$ cat src/rtl/change_dispenser.sv
// Change dispenser: runs the brewer handshake after a serve pulse, then pays the
// owed change one coin at a time to a hopper, tracking per-denomination inventory.
module change_dispenser #(
   parameter int INV_W    = 6,
   parameter int INIT_50  = 20,
   parameter int INIT_100 = 20,
   parameter int INIT_200 = 10
) (
   input  logic             clk,
   input  logic             rst,
   input  logic             cafe,
   input  logic             t50,
   input  logic             t100,
   input  logic             t200,
   input  logic             brew_done,
   input  logic             hop_ack,
   input  logic             refill,
   input  logic [1:0]       refill_sel,
   input  logic [INV_W-1:0] refill_qty,
   output logic             brew_req,
   output logic             hop_req,
   output logic [1:0]       hop_sel,
   output logic             busy,
   output logic             short_err,
   output logic [2:0]       owed,
   output logic             overrun,
   output logic [INV_W-1:0] inv50,
   output logic [INV_W-1:0] inv100,
   output logic [INV_W-1:0] inv200
);

   typedef enum logic [2:0] {
      IDLE,
      BREW,
      PICK,
      REQ,
      RELEASE
   } state_t;

   localparam logic [INV_W-1:0] INV_MAX = '1;

   state_t           state_reg;
   logic [2:0]       amt_reg;
   logic [1:0]       pick_sel;
   logic [2:0]       coin_val;
   logic [INV_W-1:0] inv_q [3];

   // Index 0/1/2 = 50/100/200; the hopper/refill select code is index + 1.
   for (genvar gi = 0; gi < 3; gi++) begin : g_inv
      localparam int INIT = (gi == 0) ? INIT_50 : (gi == 1) ? INIT_100 : INIT_200;

      logic             take;
      logic             add;
      logic [INV_W:0]   sum;
      logic [INV_W-1:0] inv_reg;

      // PICK never selects an empty denomination, so the subtraction cannot wrap.
      assign take = (state_reg == REQ) && hop_ack && (hop_sel == 2'(gi + 1));
      assign add  = refill && (refill_sel == 2'(gi + 1));
      assign sum  = {1'b0, inv_reg} - {{INV_W{1'b0}}, take}
                  + (add ? {1'b0, refill_qty} : {(INV_W + 1){1'b0}});

      always_ff @(posedge clk or posedge rst) begin
         if (rst) begin
            inv_reg <= INV_W'(INIT);
         end else begin
            inv_reg <= sum[INV_W] ? INV_MAX : sum[INV_W-1:0];
         end
      end

      assign inv_q[gi] = inv_reg;
   end

   assign inv50  = inv_q[0];
   assign inv100 = inv_q[1];
   assign inv200 = inv_q[2];

   // Greedy choice: largest coin that fits the remaining amount and is in stock.
   always_comb begin
      pick_sel = 2'b00;
      if (amt_reg >= 3'd4 && inv_q[2] != '0) begin
         pick_sel = 2'b11;
      end else if (amt_reg >= 3'd2 && inv_q[1] != '0) begin
         pick_sel = 2'b10;
      end else if (inv_q[0] != '0) begin
         pick_sel = 2'b01;
      end
   end

   always_comb begin
      case (hop_sel)
         2'b11:   coin_val = 3'd4;
         2'b10:   coin_val = 3'd2;
         default: coin_val = 3'd1;
      endcase
   end

   always_ff @(posedge clk or posedge rst) begin
      if (rst) begin
         state_reg <= IDLE;
         amt_reg   <= '0;
         brew_req  <= 1'b0;
         hop_req   <= 1'b0;
         hop_sel   <= 2'b00;
         busy      <= 1'b0;
         short_err <= 1'b0;
         owed      <= '0;
         overrun   <= 1'b0;
      end else begin
         if (cafe && state_reg != IDLE) begin
            overrun <= 1'b1;
         end
         case (state_reg)
            IDLE: begin
               if (cafe) begin
                  amt_reg   <= {t200, t100, t50};
                  short_err <= 1'b0;
                  owed      <= '0;
                  brew_req  <= 1'b1;
                  busy      <= 1'b1;
                  state_reg <= BREW;
               end
            end
            // brew_req is already high on entry, so a stale brew_done is only
            // seen after the request has been visible for a full cycle.
            BREW: begin
               if (brew_done) begin
                  brew_req <= 1'b0;
                  if (amt_reg != '0) begin
                     state_reg <= PICK;
                  end else begin
                     busy      <= 1'b0;
                     state_reg <= IDLE;
                  end
               end
            end
            PICK: begin
               if (pick_sel != 2'b00) begin
                  hop_sel   <= pick_sel;
                  hop_req   <= 1'b1;
                  state_reg <= REQ;
               end else begin
                  owed      <= amt_reg;
                  short_err <= 1'b1;
                  amt_reg   <= '0;
                  busy      <= 1'b0;
                  state_reg <= IDLE;
               end
            end
            REQ: begin
               if (hop_ack) begin
                  amt_reg   <= amt_reg - coin_val;
                  hop_req   <= 1'b0;
                  state_reg <= RELEASE;
               end
            end
            RELEASE: begin
               if (!hop_ack) begin
                  if (amt_reg != '0) begin
                     state_reg <= PICK;
                  end else begin
                     hop_sel   <= 2'b00;
                     busy      <= 1'b0;
                     state_reg <= IDLE;
                  end
               end
            end
            default: state_reg <= IDLE;
         endcase
      end
   end

endmodule
$ cat config.mk
export PLATFORM = sky130hd
export DESIGN_NAME = change_dispenser
export DESIGN_NICKNAME = d
export VERILOG_FILES = /design/src/rtl/change_dispenser.sv
export SDC_FILE = /design/constraint.sdc
export NUM_CORES = 1
export LEC_CHECK = 0
export ABC_AREA = 1
export CAP_MARGIN = 5
export CELL_PAD_IN_SITES_DETAIL_PLACEMENT = 0
export CELL_PAD_IN_SITES_GLOBAL_PLACEMENT = 2
export CORE_MARGIN = 5
export CORE_UTILIZATION = 28
export CTS_BUF_LIST = sky130_fd_sc_hd__clkbuf_8
export CTS_CLUSTER_SIZE = 28
export DETAILED_ROUTE_END_ITERATION = 16
export PLACE_DENSITY_LB_ADDON = 0.1
export SYNTH_ARGS = -nofsm -noshare
export SYNTH_HDL_FRONTEND = slang
export SYNTH_SLANG_ARGS = --single-unit
$ cat constraint.sdc
create_clock -name clk -period 2.3 [get_ports clk]
set_clock_uncertainty 0.1 [all_clocks]
set_input_delay 0.345 -clock clk [delete_from_list [all_inputs] [get_ports clk]]
set_output_delay 0.345 -clock clk [all_outputs]
set_load 0.005 [all_outputs]
==> out/qor.csv <==
metric,value,unit
Ports,45,
worst slew pin tran,571,ps
fin. max-slew vios,0,
DIE AREA,12200,um^2
share of the synthesized area in the top cell type,24.7,%
cell internal pwr,2.65,mW
Synth cell types,26,
I/O Buffers,44,
register area share after synthesis,30.3,%
depth of the CTS H-tree,2,
DP Area,3800,um^2
multi-input logic area,1760,um^2
crit path cell chain,nand2_2 > nor2_4 > nand2_4 > nor3_4 > ha_1 > inv_1 > ha_2 > inv_2 > fa_2 > inv_2 > nand4_1 > nand3_1 > nand2_1 > nand2_4 > nand3_2,
min cycle time layout,2450,ps
critical path class,flop to flop,
PwrDens,1200,nW/um^2
Slew HR,61.9,%
pre-CTS setup slack,-626,ps
initial DRC count,67,
most frequent cell after synthesis,nand2_1,
critical path's slowest cell,dfrtp_1,
core box area,9820,um^2
Routed Antenna Nets,0,
Clock Pin Slew Worst Setup and Hold Paths,80,ps
Leakage Power,2.22,nW
routed vias,2719,
design area,4040,um^2
Synth Flop Type,dfrtp_1,
met1 usage,16.8,%
GRT Resource Usage Total,13.2,%
total power draw,4.86,mW
Area contributors post-synth,"dfrtp_1 (25%), ha_1 (16%), nand2_1 (14%), inv_1 (13%), dfstp_2 (5.6%)",
grt met2 use,22.9,%
maxcap violations,0,
GPL Wtd Cong,0.851,
Critical Path RT,2380,ps
failing checks,setup timing,
Mapped Cells,400,
number of global-route vias before repair,2802,
share of cells above drive strength 1,21.4,%
CTS tree,built,
Crit. End Element,flop,
met3 usage,2.46,%
grt total ovfl,0,
clk buf depth,2,
hold crit path type,input port to asynchronous set/reset pin,
final WL,7.80,mm
clock share of power,8.9,%
r2r worst-path depth,15,
leading area contributor after synthesis,dfrtp_1,
arrival time at the worst endpoint,2530,ps
FILL cells,1077,
area added between synthesis and finish,42.6,%
# diodes,0,
final setup fails,11,
routed len/inst,12.4,um
#FFs+latches synth,34,
global-route wire length before repair,13.3,mm
status,"complete, but fails checks",
Sw Pwr,2.21,mW
hold_buf cts,0,
Register Area,860,um^2
Final WS setup,-153,ps
Placed Cells,615,
VDD IR max,0.000543,V
number of synthesized flops with an enable pin,0,
synthesized area,2830,um^2
initial antenna violation count,0,
FP Rows,36,
Final period util,107,%
Reg-to-Reg Start,state_reg[0]$_DFFE_PP0P_,
Initial Utilization,28.8,%
"Async S/R FF share, synth",100,%
FF-to-FF End,inv50[5]$_DFF_PP0_,
1st-pass router iterations,4,
largest net degree at the start of global routing,25,
CTS Buf Count,5,
drt via density,4.33,
Post-route DRC,0,
clk sinks,34,
critical-path maximum fanout,6,
switching share of total power,45.4,%
global routing's busiest layer,met2,
RSZ-0062 raised after global routing,true,
"reg-to-reg slack, setup",-150,ps
Sequential Power Share,21.9,%
post-route insts no fill,628,
DIE HEIGHT,111,um
post-synth net total,458,
Final Core Density,41.1,%
Final Hold Fails,0,
Clock Latency Late Sink,290,ps
Ys Warns,0,
Min Hold Slack,311,ps
"top cells by count, synth","nand2_1 (108), inv_1 (101), ha_1 (37)",
Max Fclk,408,MHz
nets,552,
setup TNS,-846,ps
Synth Area per Inst,7.08,um^2
Worst Setup Start Kind,flop,
root buffer cell,clkbuf_8,
CP peak stage delay,380,ps
die span in x,111,um
Combinational Power Share,69.2,%
DP HPWL,6.50,mm
## critical path: cells and delay by family (launching register included)
family | cells | cell delay (ps)
buf+inv | 3 | 160
flops | 1 | 380
fa+ha+maj | 3 | 760
simple gates | 9 | 930
## layout by cell type (no fill, tap or decap), drive strengths merged
cell and n:
a21oi 8, a31o 3, a31oi 6, buf 44, clkbuf 5, clkdlybuf4s15 1
clkdlybuf4s50 40, clkinv 2, dfrtp 28, dfstp 6, dlygate4sd2 3, fa 4
ha 37, inv 104, nand2 109, nand3 30, nand4 13, nor2 25
nor3 5, o21a 1, o21ai 9, o21bai 4, xnor2 1, xor2 7
## worst max path at each step
stage | startpoint | depth (start not counted) | end
detailed placement | refill_sel[1] | 15 | inv200[2]$_DFF_PP0_
global route | state_reg[0]$_DFFE_PP0P_ | 15 | inv50[5]$_DFF_PP0_
CTS | state_reg[1]$_DFFE_PP0P_ | 15 | inv200[5]$_DFF_PP0_
finish | state_reg[0]$_DFFE_PP0P_ | 15 | inv50[5]$_DFF_PP0_
global placement | refill_sel[1] | 15 | inv200[2]$_DFF_PP0_
floorplan | state_reg[0]$_DFFE_PP0P_ | 15 | inv50[5]$_DFF_PP0_
## cell type report
type / instances / share of cell area, %
clock buffer: 5 / 1.70
clock inverter: 3 / 0.341
inverter: 103 / 9.57
multi-input combinational: 262 / 43.7
sequential: 34 / 21.3
tap: 133 / 4.12
timing repair buffer: 88 / 19.3
## timing repair
item | CTS | global route
gates resized for setup | 19 | 15
pin swaps | 20 | 12
setup endpoints to repair | 18 | 18
setup buffers | 3 | 3
## cells by family after synthesis
logic type      after synthesis  synth area share (%)
compound gates               31                  6.58
xor+xnor                      8                  2.47
fa+ha+maj                    41                  19.2
buf+inv                     104                  13.8
flops                        34                  30.3
simple gates                182                  27.7
## metal layers
metal / part of all wire [%] / vias to the layer above / routed length, um
met5: 0 / - / 0
li1: - / 1441 / -
met1: 48 / 1239 / 3740
met2: 48 / 32 / 3750
met3: 2.8 / 7 / 221
met4: 1.1 / 0 / 87
## power groups by stage
| stage | logic (mW) | clock network (mW) | registers, mW |
|---|---|---|---|
| after global placement | 3.20 | 0 | 1.07 |
| after detailed placement | 3.18 | 0 | 1.07 |
| after global routing | 3.83 | 0.478 | 1.10 |
| after floorplan | 1.95 | 0 | 1.03 |
| after CTS | 3.29 | 0.451 | 1.07 |
| final | 3.36 | 0.430 | 1.07 |
Power figures use the tool's default switching activity.
